===== config.mk =====
export PLATFORM = sky130hd
export DESIGN_NAME = logic_seq_unit
export DESIGN_NICKNAME = d
export VERILOG_FILES = /design/src/rtl/logic_seq_unit_pkg.sv /design/src/rtl/logic_seq_unit_slice.sv /design/src/rtl/logic_seq_unit.sv
export SDC_FILE = /design/constraint.sdc
export NUM_CORES = 1
export LEC_CHECK = 0
export CORE_ASPECT_RATIO = 1.2
export CORE_MARGIN = 3
export CORE_UTILIZATION = 40
export DETAILED_ROUTE_END_ITERATION = 16
export PLACE_DENSITY = 0.62
export SLEW_MARGIN = 40
export SYNTH_ARGS = -nofsm -noshare
export SYNTH_HDL_FRONTEND = slang
export SYNTH_HIERARCHICAL = 1
export SYNTH_SLANG_ARGS = --single-unit

===== constraint.sdc =====
create_clock -name clk -period 6.05 [get_ports clk]
set_input_delay 1.815 -clock clk [delete_from_list [all_inputs] [get_ports clk]]
set_output_delay 1.815 -clock clk [all_outputs]
set_load 0.005 [all_outputs]

===== src/rtl/logic_seq_unit_pkg.sv =====
// Shared definitions for the slice-serial bitwise logic unit: operation
// encodings, FSM state encoding and default datapath geometry.
package logic_seq_unit_pkg;

    localparam int DEF_WIDTH = 32;
    localparam int DEF_SLICE = 4;

    typedef enum logic [1:0] {
        OP_AND = 2'b00,
        OP_OR  = 2'b01,
        OP_XOR = 2'b10,
        OP_NOR = 2'b11
    } op_e;

    typedef enum logic [1:0] {
        ST_IDLE = 2'b00,
        ST_RUN  = 2'b01,
        ST_DONE = 2'b10
    } state_e;

    // Slice counter width; a single-slice configuration still needs one bit.
    function automatic int cnt_width(input int n_slices);
        return (n_slices > 1) ? $clog2(n_slices) : 1;
    endfunction

endpackage


===== src/rtl/logic_seq_unit_slice.sv =====
// Combinational per-slice bitwise operator, time-multiplexed by the top.
module logic_slice
    import logic_seq_unit_pkg::*;
#(
    parameter int SLICE = DEF_SLICE
) (
    input  logic [SLICE-1:0] a,
    input  logic [SLICE-1:0] b,
    input  op_e              op,
    output logic [SLICE-1:0] y
);

    // Pure bitwise operation; no carries cross bit positions.
    always_comb begin
        y = '0;
        case (op)
            OP_AND:  y = a & b;
            OP_OR:   y = a | b;
            OP_XOR:  y = a ^ b;
            OP_NOR:  y = ~(a | b);
            default: y = '0;
        endcase
    end

endmodule


===== src/rtl/logic_seq_unit.sv =====
// Slice-serial bitwise logic unit. Operands are captured on an accepted start,
// then processed SLICE bits per cycle, LSB slice first, through one shared
// logic_slice. The result register Y only moves on entry to DONE.
//
//   state   | meaning
//   --------+-----------------------------------------------------------
//   ST_IDLE | waiting for start; outputs hold the last completed result
//   ST_RUN  | one slice per cycle; busy=1; start ignored
//   ST_DONE | single-cycle done pulse; start here chains the next op
module logic_seq_unit
    import logic_seq_unit_pkg::*;
#(
    parameter int WIDTH = DEF_WIDTH,
    parameter int SLICE = DEF_SLICE
) (
    input  logic             clk,
    input  logic             rst,
    input  logic             start,
    input  logic [1:0]       op,
    input  logic [WIDTH-1:0] A,
    input  logic [WIDTH-1:0] B,
    output logic [WIDTH-1:0] Y,
    output logic             busy,
    output logic             done,
    output logic             zero
);

    localparam int            NSL = WIDTH / SLICE;
    localparam int            CW  = cnt_width(NSL);
    localparam logic [CW-1:0] TC  = CW'(NSL - 1);

    state_e           state_q;
    state_e           state_d;
    logic             accept;
    logic             last_slice;
    logic [WIDTH-1:0] a_q;
    logic [WIDTH-1:0] b_q;
    op_e              op_q;
    logic [CW-1:0]    cnt_q;
    logic [WIDTH-1:0] acc_q;
    logic [WIDTH-1:0] acc_nx;
    logic [SLICE-1:0] slice_y;
    logic [WIDTH-1:0] y_q;
    logic             zero_q;

    logic_slice #(.SLICE(SLICE)) u_slice (
        .a  (a_q[SLICE-1:0]),
        .b  (b_q[SLICE-1:0]),
        .op (op_q),
        .y  (slice_y)
    );

    // The accumulator fills from the top so that after NSL shifts the first
    // (LSB) slice has landed at bit 0.
    generate
        if (NSL > 1) begin : g_multi
            assign acc_nx = {slice_y, acc_q[WIDTH-1:SLICE]};
        end else begin : g_single
            assign acc_nx = slice_y;
        end
    endgenerate

    // State register.
    always_ff @(posedge clk or posedge rst) begin
        if (rst) begin
            state_q <= ST_IDLE;
        end else begin
            state_q <= state_d;
        end
    end

    // Next-state logic, accept strobe and status outputs.
    always_comb begin
        state_d    = state_q;
        accept     = 1'b0;
        last_slice = (cnt_q == TC);
        busy       = (state_q == ST_RUN);
        done       = (state_q == ST_DONE);
        case (state_q)
            ST_IDLE: begin
                if (start) begin
                    accept  = 1'b1;
                    state_d = ST_RUN;
                end
            end
            ST_RUN: begin
                if (last_slice) begin
                    state_d = ST_DONE;
                end
            end
            ST_DONE: begin
                if (start) begin
                    accept  = 1'b1;
                    state_d = ST_RUN;
                end else begin
                    state_d = ST_IDLE;
                end
            end
            default: state_d = ST_IDLE;
        endcase
    end

    // Operand capture, slice shifting, counter and result registers.
    always_ff @(posedge clk or posedge rst) begin
        if (rst) begin
            a_q    <= '0;
            b_q    <= '0;
            op_q   <= OP_AND;
            cnt_q  <= '0;
            acc_q  <= '0;
            y_q    <= '0;
            zero_q <= 1'b1;
        end else if (accept) begin
            a_q   <= A;
            b_q   <= B;
            op_q  <= op_e'(op);
            cnt_q <= '0;
            acc_q <= '0;
        end else if (state_q == ST_RUN) begin
            a_q   <= a_q >> SLICE;
            b_q   <= b_q >> SLICE;
            acc_q <= acc_nx;
            if (last_slice) begin
                // Result lands together with the DONE state.
                y_q    <= acc_nx;
                zero_q <= (acc_nx == '0);
            end else begin
                cnt_q <= cnt_q + CW'(1);
            end
        end
    end

    assign Y    = y_q;
    assign zero = zero_q;

endmodule


==> Yosys cells after proc, flatten, opt, wreduce, memory -nomap -nowiden <==
Index checks and enable logic that the tools add are counted.
{ "classes": {"n_addsub": 1, "eq_ne": 9, "n_mux": 16, "bitwise_logic": 5, "n_reduce_logical": 8} }
{ "op_table": {"columns": ["operator", "n"], "rows": [
  ["$mux W32", 6],
  ["$logic_not A32 Y1", 1],
  ["$pmux W4 S4", 1],
  ["$mux W3", 3],
  ["$eq A2 B2 Y1 const B", 3],
  ["$pmux W2 S3", 1],
  ["$and A4 B4 Y4", 1],
  ["$eq A2 B1 Y1 const B", 2],
  ["$logic_not A2 Y1", 2],
  ["$mux W2", 2],
  ["$ne A2 B2 Y1 const B", 2],
  ["$not A4 Y4", 1],
  ["$or A4 B4 Y4", 1],
  ["$reduce_and A2 Y1", 2],
  ["$xor A4 B4 Y4", 1],
  ["$add A3 B1 Y3 const B", 1],
  ["$eq A3 B3 Y1 const B", 1],
  ["$mux W1", 3],
  ["$reduce_and A3 Y1", 1],
  ["$ne A2 B1 Y1 const B", 1],
  ["$reduce_bool A2 Y1", 1],
  ["$reduce_or A2 Y1", 1],
  ["$not A1 Y1", 1]
]} }
{ "word_totals": {"register_bits": 136, "in_bits": 69, "output_inout_bits": 35} }

==> Logic depth before layout (Yosys ltp) <==
Gate-level depths: netlist of the first run.
{ "logic_depth": {"ltp_word": 5, "depth_mapped": 7} }

==> Hierarchy <==
Netlist of the first run, hierarchy kept.
{ "modules_own_cells": {"columns": ["mod", "n_inst", "cells_each", "area_each_um2", "seq_area_each_um2"], "rows": [
  ["logic_seq_unit", 1, 381, 5290.1, 3304.4],
  ["logic_slice", 1, 30, 260.2, 0.0]
]} }

==> Worst setup path before layout of the first run <==
OpenSTA, ideal clock, no wires.
{ "synth_path": {"kind": "reg2out", "from": "register state_q[0]", "to": "output busy", "arrival_ns": 0.972, "required_time_ns": 4.235, "slack_ns": 3.263, "path_stages_with_launch": 5, "cell_sequence": "dfrtp_1 -> nor2b_1 -> buf_2 -> buf_6 -> buf_2"} }
{ "synth_via": {"elab_chain_cells": 1} }
{ "synth_lines": {"columns": ["element", "line", "text"], "rows": [
  ["from (decl)", "logic_seq_unit.sv:32", "state_e state_q;"],
  ["from (signal assigned)", "logic_seq_unit.sv:68", "state_q <= state_d;"],
  ["$eq A2 B1 Y1", "logic_seq_unit.sv:77", "busy = (state_q == ST_RUN);"],
  ["to (decl)", "logic_seq_unit.sv:23", "output logic busy,"]
]} }
Every way passes these cells.

==> Final worst setup path of the first run <==
Same ends and word-level chain as after synthesis.

==> results of run 1 <==
==> layer usage <==
| layer | global-route usage, % | up-vias | part of all wire, % |
|---|---|---|---|
| met2 | 25.4 | 107 | 49 |
| met5 | 0 | - | 0 |
| met4 | 5.48 | 0 | 1.3 |
| met1 | 20.7 | 1882 | 44 |
| li1 | - | 1722 | - |
| met3 | 4.62 | 13 | 6.0 |
==> final cells by class <==
class | count | area, um2
clock buffer | 26 | 489
clock inverter | 6 | 32.5
fill | 1203 | 6210
inverter | 12 | 52.6
multi-input combinational | 234 | 2040
sequential | 132 | 3300
tap | 168 | 210
timing repair buffer | 108 | 1070
==> cell families (layout without fill, tap and decap cells) <==
family,after synthesis,after routing,synth area share [%]
adders and majority gates,10,10,2.25
AOI/OAI and AO/OA,152,152,22.5
xor gates and xnor gates,4,4,0.631
and+or+nand+nor,28,28,2.86
muxes,40,40,7.94
DFF,132,132,59.5
buffers and inverters,45,152,4.28
==> flip-flops by register name (all words and copies together) (netlist names) <==
register / flops
b_q: 32
cnt_q: 3
op_q: 2
a_q: 32
state_q: 2
acc_q: 28
Y: 32
zero: 1
==> path summary, 6_finish.rpt <==
| kind | from | end | cells after the start |
|---|---|---|---|
| max | state_q[0]$_DFFE_PP0P_ | busy | 2 |
| max in group asynchronous | rst | cnt_q[1]$_DFFE_PP0P_ | 3 |
| min | b_q[18]$_DFFE_PP0P_ | b_q[18]$_DFFE_PP0P_ | 1 |
| max reg2reg | state_q[0]$_DFFE_PP0P_ | acc_q[4]$_DFFE_PP0P_ | 4 |
| min reg2reg | b_q[18]$_DFFE_PP0P_ | b_q[18]$_DFFE_PP0P_ | 1 |
| min in group asynchronous | rst | Y[5]$_DFFE_PP0P_ | 2 |
==> metrics by stage <==
step / cell area [um2] / hold slack, ns
finish: 7200 / 0.473
global route: 7200 / 0.484
CTS: 7190 / 0.477
detailed placement: 6670 / 0.466
global placement: 6660 / 0.458
floorplan: 5550 / 0.444
==> worst max-delay path, delay by kind of cell, from the launching register on <==
kind / cells / cell delay [ns]
buffers and inverters: 1 / 0.54
and+or+nand+nor: 1 / 0.31
DFF: 1 / 0.50
==> cell usage in the layout, fill, tap and decap left out, drive strengths merged, types with 2 or more instances in the layout <==
master	Yosys	layout
nand4	2	2
ha	10	10
a22o	92	92
nand2	8	8
clkdlybuf4s50	0	103
buf	27	5
dfrtp	131	131
nand3	3	3
a21o	56	56
mux2	32	32
mux2i	8	8
nor2b	3	3
clkinv	0	5
nor4	8	8
o21ai	3	3
inv	12	12
clkbuf	6	26
xor2	4	4
==> where the power goes <==
group | internal (uW) | switching [uW] | total (uW)
clock | 552 | 346 | 898
sequential | 1280 | 289 | 1570
combinational | 783 | 580 | 1360
==> results.txt, run 1 <==
The run finished with clean final reports. The post-synthesis average cell area came out at 13.5 um2. The number of global-route vias before repair came out at 3892. The count of input and output buffers is 103. The most used flip-flop cell after synthesis is sky130_fd_sc_hd__dfrtp_1.

In the routed design, unresolved DRC markers number 0. The pin slew with the least headroom to its limit came out at 0.686 ns. The hold violation total from the final report came out at 0. The final core utilization is 53.7%. The effective utilization at floorplan is 41.4%. The fraction of the cycle the final worst path needs came out at 58.8%.

The clock-pin slew on the worst setup and hold paths came out at 0.06 ns. The area of the die came out at 15300 um2. The required time at the endpoint of the critical path is 4.24 ns. The clock reaches the later pin of the worst-skew pair after 0.40 ns. In the synthesized netlist, the number of instances is 411.

The class of the most critical setup path is flip-flop to primary output. The arrival time of data at the critical path endpoint came out at 1.74 ns. Summed over all instances, the cell type with the most area after synthesis is sky130_fd_sc_hd__dfrtp_1. The total number of nets in the final design came out at 584. Measured along the x axis, the die boundary spans 114 um. STA classifies the critical path startpoint as a flip-flop.

Ranked by instance count, the synthesized netlist is headed by sky130_fd_sc_hd__dfrtp_1, sky130_fd_sc_hd__a22o_1, sky130_fd_sc_hd__a21o_1. The number of vias after detailed routing is 3724. After detailed routing, the average wire length per cell comes to 16.7 um. TritonCTS built the clock tree. The half-perimeter wire length after placement is 7.58 mm. The number of buffers on the longest clock path is 2. The number of antenna diodes in the final layout is 0.

The net count of the mapped netlist came out at 490. The total power is 3830 uW. The number of placement rows is 46. Setup repair after global routing left no endpoint under its margin.

The static power due to leakage came out at 0.00363 uW. The post-placement cell count is 654. The critical-path maximum fanout came out at 6. Of all flip-flops after synthesis, the portion carrying an async set or reset was 100%. The flop-to-flop setup slack came out at 4.13 ns. The number of enable flip-flop cells after synthesis came out at 0. The total number of yosys warnings came out at 6. The area fraction of the dominant cell type after synthesis is 59.1%. The die height came out at 135 um. The post-synthesis cell area is 5550 um2.

The largest individual stage delay along the critical path comes from the cell sky130_fd_sc_hd__clkdlybuf4s50_1. The clock net in this run drives a total of 132 sinks. The setup TNS after final layout came out at 0 ns. In this run the post-CTS setup repair buffer count came out at 0. In this run the worst hold path is classified as flip-flop to flip-flop. The via density per instance came out at 5.43. The total clock buffers created by CTS is 17. The biggest cell delay along the critical path is 0.54 ns. For this design, the CTS-stage hold fixing added 0 buffers. The area growth from synthesis to layout came out at 29.7%. The tightest slew margin relative to the limit came out at 54.3%. The post-detailed-routing wire length came out at 11.4 mm. The setup skew after layout is 0.00814 ns. Dividing total power by cell area gives a power density of 532 nW/um2.

The maximum vdd ir drop is 0.317 mV. The global-route total usage across every layer came out at 15.9%. The number of antenna violations at the first check in global routing is 0. The number of top-level design ports came out at 104.

The count of final max-slew check failures came out at 0. The most common cell in the synthesized netlist is sky130_fd_sc_hd__dfrtp_1. The netlist uses 26 different library cells. The first detailed-routing pass took 4 iterations. The number of H-tree levels came out at 4. The final cell count without fillers came out at 686. Post-CTS repair changed the size of 0 cells. The total of endpoints with negative setup slack in the final report is 0. Synthesis inferred 132 register bits. The antenna violation net count after detailed routing came out at 0. The worst path meets setup with 2.49 ns of slack.

The total core area came out at 13400 um2. The placer's final routability congestion estimate is 0.760. Walking the worst path, the cells encountered are nor2b_4 > clkdlybuf4s50_1.

Max-cap violations in this run came to 0. The first-pass GRT wire length came out at 19.5 mm. The minimum clock period after layout came out at 3.56 ns.

The highest achievable clock rate came out at 281 MHz. The largest net degree at the start of global routing is 99. The root buffer cell chosen for the clock tree is sky130_fd_sc_hd__clkbuf_16. STA classifies the critical path endpoint as a primary output.

By area the synthesized netlist is led by sky130_fd_sc_hd__dfrtp_1, sky130_fd_sc_hd__a22o_1, sky130_fd_sc_hd__a21o_1. The number of DRC violations after detailed-routing iteration 0 came out at 195. The share of cells above drive strength 1 came out at 13.5%. The sequential area share after synthesis is 59.5%. After global routing the overflow that remains totals 0.

The worst slack after detailed placement is 2.36 ns.
(Power assumes the default switching activity.)
==> run 2: changes to the inputs <==
==> constraint.sdc (replaced) <==
create_clock -name clk -period 3.66 [get_ports clk]
set_input_delay 1.098 -clock clk [delete_from_list [all_inputs] [get_ports clk]]
set_output_delay 1.098 -clock clk [all_outputs]
set_load 0.005 [all_outputs]
==> results.txt, run 2 (synthesized netlist as in run 1, its figures left out) <==
The cell count of the worst hold path came out at 1. The mean routed wirelength per cell came out at 17.1 um. Tracing the worst setup path back leads to its startpoint at state_q[0]$_DFFE_PP0P_. The fraction of the cycle the final worst path needs is 75.1%. The total core area came out at 13400 um2. The filler cell count is 1181. Setup repair after global routing left no endpoint under its margin. The number of global-route vias before repair is 3875. Hold is met by 0.476 ns. The startpoint of the most critical hold path is a_q[17]$_DFFE_PP0P_. The total clock buffers created by CTS is 17. The critical-path maximum fanout is 6. The die outline width is 114 um.

The count of cells in the finished layout, fillers not included, comes to 686. The hold violation total from the final report is 0. The leftover overflow at the end of global routing is 0. The routed layout has 3677 vias. The min-delay analysis places its worst path in the category flip-flop to flip-flop. The tightest slew margin relative to the limit came out at 51.2%. The met2 layer wire length in the routed design is 5.65 mm. For this run, the top clock speed supported by timing is 364 MHz. In this run the vertical extent of the chip is 135 um. The required time at the endpoint of the critical path came out at 2.56 ns. Max-cap violations in this run came to 0. The post-placement cell count came out at 654.

Signal routing reaches up to met4. The number of top-level design ports is 104. The post-detailed-routing wire length came out at 11.7 mm. The number of hold-repair buffers added at the cts stage is 0. The number of antenna violations at the first check in global routing came out at 0.

The number of placement rows is 46. The total of endpoints with negative setup slack in the final report is 0. In this run, post-CTS repair resized a total of 0 instances.

The count of final max-slew check failures came out at 0. The effective utilization at floorplan came out at 41.4%. The first-pass GRT wire length is 19.6 mm.

The library cells used most frequently in the layout, excluding fill and tap cells, are sky130_fd_sc_hd__dfrtp_1, sky130_fd_sc_hd__clkdlybuf4s50_1, sky130_fd_sc_hd__a22o_1. The clock latency on the worst-skew pair is 0.40 ns. The startpoint of the most critical register-to-register path is state_q[0]$_DFFE_PP0P_. The maximum vdd ir drop came out at 0.418 mV. The count of buffers added by post-CTS timing repair for setup is 0.

The count of clock tree sinks came out at 132. The CTS tree is yes. The via density per instance is 5.36. The total number of nets in the final design came out at 584. The total power came out at 6620 uW.

The share of cells above drive strength 1 is 14.5%. The setup TNS after final layout came out at 0 ns. The first TritonRoute pass finished after 4 iterations.

The global-route total usage across every layer came out at 16.1%. The static power due to leakage is 0.00368 uW. The floorplan step defined a die boundary enclosing 15300 um2.

The met1 routed wirelength after detailed routing is 5.37 mm. Entering global routing, the biggest net connects 86 pins. The number of DRC violations after detailed-routing iteration 0 came out at 137. The area growth from synthesis to layout came out at 32.1%. For this design the ratio of total power to cell area is 903 nW/um2. The pin slew with the least headroom to its limit came out at 0.731 ns. The clock-pin slew on the worst setup and hold paths is 0.06 ns. The H-tree was split into 4 levels. After detailed routing, the met3 layer carries 608 um of wire.

During placement, the flow inserted port buffers numbering 103. On the final layout, the worst clock skew is 0.0101 ns. The number of antenna diodes in the final layout is 0. The type of element launching the critical path is a flip-flop. The number of buffers on the longest clock path came out at 2. The flop-to-flop setup slack came out at 1.46 ns. The class of the most critical setup path is flip-flop to primary output. The depth of the worst register-to-register path came out at 5. CTS placed an instance of sky130_fd_sc_hd__clkbuf_16 at the clock tree root.

STA classifies the critical path endpoint as a primary output. The commonest non-fill, non-tap cell in the layout is sky130_fd_sc_hd__dfrtp_1. Data on the critical path arrives at its endpoint at 1.65 ns.

The half-perimeter wire length after placement is 7.64 mm. The run finished with clean final reports. The antenna violation net count after detailed routing is 0. The minimum clock period after layout is 2.75 ns. The remaining routing DRC violations came out at 0.

The placer's final routability congestion estimate is 0.728.
-- run 2: where the power goes --
group | switching, uW | internal (uW) | total, uW
sequential | 486 | 2110 | 2600
clock | 621 | 1130 | 1750
combinational | 965 | 1310 | 2270
total | 2070 | 4550 | 6620
-- run 2: stage by stage --
stage                     utilization, %  area, um2  setup slack, ns
after global routing                54.7       7330            0.828
final                               54.7       7330            0.913
after CTS                           54.7       7330            0.872
after floorplan                        -       5550            0.926
after global placement              49.9       6700            0.924
after detailed placement            50.0       6710            0.893
-- run 2: per-layer routing --
metal  vias up  track usage [%]
li1       1726                -
met4         0             5.01
met3        12             5.06
met1      1834             20.8
met2       105             25.7
met5         -                0
-- run 2: path summary, 6_finish.rpt --
path | to
hold / removal | a_q[17]$_DFFE_PP0P_
setup reg to reg | acc_q[25]$_DFFE_PP0P_
min in group asynchronous | acc_q[7]$_DFFE_PP0P_
setup / recovery | busy
max in group asynchronous | a_q[4]$_DFFE_PP0P_
hold reg to reg | a_q[17]$_DFFE_PP0P_
-- run 2: area by class of cell --
type	count	area [um2]	area share (%)
timing repair buffer	108	1110	15.1
clock buffer	21	470	6.42
tap	168	210	2.87
clock inverter	11	150	2.05
sequential	132	3300	45.1
inverter	12	48.8	0.666
multi-input combinational	234	2040	27.8
-- run 2: critical path, cell delays in order (launching register included) --
cell and delay (ns):
sky130_fd_sc_hd__dfrtp_1 0.50, sky130_fd_sc_hd__nor2b_4 0.24, sky130_fd_sc_hd__clkdlybuf4s50_1 0.52
==> run 3: changes to the inputs <==
==> constraint.sdc (replaced) <==
create_clock -name clk -period 2.8 [get_ports clk]
set_input_delay 0.84 -clock clk [delete_from_list [all_inputs] [get_ports clk]]
set_output_delay 0.84 -clock clk [all_outputs]
set_load 0.005 [all_outputs]
==> results.txt, run 3 (synthesized netlist as in run 1, its figures left out) <==
The area growth from synthesis to layout is 32.1%. The pin slew with the least headroom to its limit is 0.665 ns. The number of H-tree levels came out at 4. The final cell count without fillers is 689.

TritonCTS built the clock tree. The minimum clock period after layout is 2.51 ns. The count of clock tree sinks came out at 132. The share of cells above drive strength 1 came out at 15.0%. The setup TNS after final layout came out at 0 ns.

The tool flagged a number of max-cap violations equal to 0. The clock latency on the worst-skew pair is 0.40 ns. The iteration count of the initial detailed-routing pass is 4. The number of hold-repair buffers added at the cts stage came out at 0. Setup repair after global routing left no endpoint under its margin. The count of input and output buffers came out at 103. Setup violations remaining at the end of the flow were counted as 0. Derived from the worst setup path, the maximum achievable clock frequency is 398 MHz. The detail route stage leaves a number of antenna-violating nets equal to 0. The filler cell count came out at 1158. Dividing the final minimum period by the clock period gives 89.8%. The number of setup buffers added after CTS is 0. The die is 114 um wide.

The total number of nets in the final design is 587. After legalization and detailed placement, the total HPWL measured 7.58 mm. The number of DRC violations after detailed-routing iteration 0 came out at 142. The final core utilization came out at 54.7%. The area of the die came out at 15300 um2. The library cell used most frequently in the layout, excluding fill and tap cells, is sky130_fd_sc_hd__dfrtp_1.

On the final layout, the worst clock skew is 0.00638 ns. The placer's final routability congestion estimate came out at 0.728. The clock passes through at most 2 buffers.

The arrival time of data at the critical path endpoint came out at 1.67 ns. The endpoint kind of the worst setup timing path is a primary output. The largest net degree at the start of global routing came out at 68. The clock-pin slew on the worst setup and hold paths came out at 0.06 ns. In this run the power density over the cells is 1170 nW/um2. The worst setup path is launched from a flip-flop. The global-route total usage across every layer came out at 15.0%. The tightest slew margin relative to the limit is 55.7%. The number of antenna cells inserted is 0.

The total clock buffers created by CTS came out at 17. The run finished with clean final reports. The count of final max-slew check failures came out at 0. The core region is 13400 um2. The setup path with the least slack is of type flip-flop to primary output. During I/O placement, the number of pins put on the boundary was 104. In the layout the commonest cells are sky130_fd_sc_hd__dfrtp_1, sky130_fd_sc_hd__clkdlybuf4s50_1, sky130_fd_sc_hd__a22o_1. The number of gates resized after CTS was 0. The number of antenna violations at the first check in global routing came out at 0. The mean routed wirelength per cell is 16.1 um. The number of global-route vias before repair came to 3731. The number of placement rows is 46. The root buffer cell chosen for the clock tree is sky130_fd_sc_hd__clkbuf_16.

The post-detailed-routing wire length is 11.1 mm. The first-pass GRT wire length came out at 18.5 mm. The static power due to leakage came out at 0.00366 uW. The leftover overflow at the end of global routing came out at 0.

The hold violation total from the final report is 0. Along the worst path, the maximum fanout reaches 6. The remaining routing DRC violations is 0. IR analysis of the VDD net gives a maximum drop of 0.489 mV. The routed layout has 3673 vias.

STA puts the critical path data required time at 1.96 ns. The number of placed instances, taps included, is 656. The path class of the tightest hold or removal check is flip-flop to flip-flop.

The effective utilization at floorplan is 41.4%. Using the TritonRoute via totals, the vias-per-cell ratio works out to 5.33. The die height came out at 135 um.
[run 3: changes by cell type in the layout (fill, tap and decap cells not counted), moves of 2 or more]
cell                         previous run  this run
sky130_fd_sc_hd__buf_4                  1         4
sky130_fd_sc_hd__clkinvlp_4             3         7
sky130_fd_sc_hd__clkinv_4               3         1
sky130_fd_sc_hd__clkinv_2               2         0
[run 3: layout make-up]
type | count | area [um2] | area share (%)
flip-flops and latches | 132 | 3300 | 45.1
multi-input cells | 234 | 2030 | 27.7
clock buffers | 22 | 484 | 6.60
well taps | 168 | 210 | 2.87
clock inverters | 10 | 123 | 1.67
repair buffers | 111 | 1140 | 15.5
inverters | 12 | 48.8 | 0.665
[run 3: worst paths after layout]
path | startpoint | endpoint | slack [ns] | depth (start not counted)
max | state_q[0]$_DFFE_PP0P_ | busy | 0.29 | 2
min | a_q[5]$_DFFE_PP0P_ | a_q[5]$_DFFE_PP0P_ | 0.47 | 1
max reg2reg | cnt_q[0]$_DFFE_PP0P_ | Y[24]$_DFFE_PP0P_ | 0.99 | 5
min reg2reg | a_q[5]$_DFFE_PP0P_ | a_q[5]$_DFFE_PP0P_ | 0.47 | 1
max in group asynchronous | rst | b_q[3]$_DFFE_PP0P_ | 1.50 | 3
min in group asynchronous | rst | Y[7]$_DFFE_PP0P_ | 0.71 | 2
[run 3: stage by stage]
stage | power [uW] | area (um2) | hold slack (ns) | setup WS, ns
2_1_floorplan | 5440 | 5550 | 0.444 | 0.324
3_3_place_gp | 6310 | 6710 | 0.458 | 0.134
3_5_place_dp | 6430 | 6710 | 0.465 | 0.0888
4_1_cts | 8660 | 7320 | 0.478 | 0.262
5_1_grt | 9130 | 7330 | 0.481 | 0.203
6_report | 8570 | 7330 | 0.473 | 0.286
[run 3: critical path, cell delays in order (launching register included)]
cell and delay, ns:
sky130_fd_sc_hd__dfrtp_1 0.47, sky130_fd_sc_hd__nor2b_4 0.27, sky130_fd_sc_hd__clkdlybuf4s50_1 0.54
[run 3: per-layer routing]
layer,global-route usage (%),part of all wire [%],vias to the layer above
met5,0,0,-
met4,3.74,0.80,0
met3,5.29,6.2,10
met2,23.7,47,92
met1,20.0,46,1844
li1,-,-,1727
[run 3: where the power goes]
group	switching, uW	total, uW	internal (uW)
registers	621	3380	2760
clock network	796	2210	1410
logic	1250	2980	1730
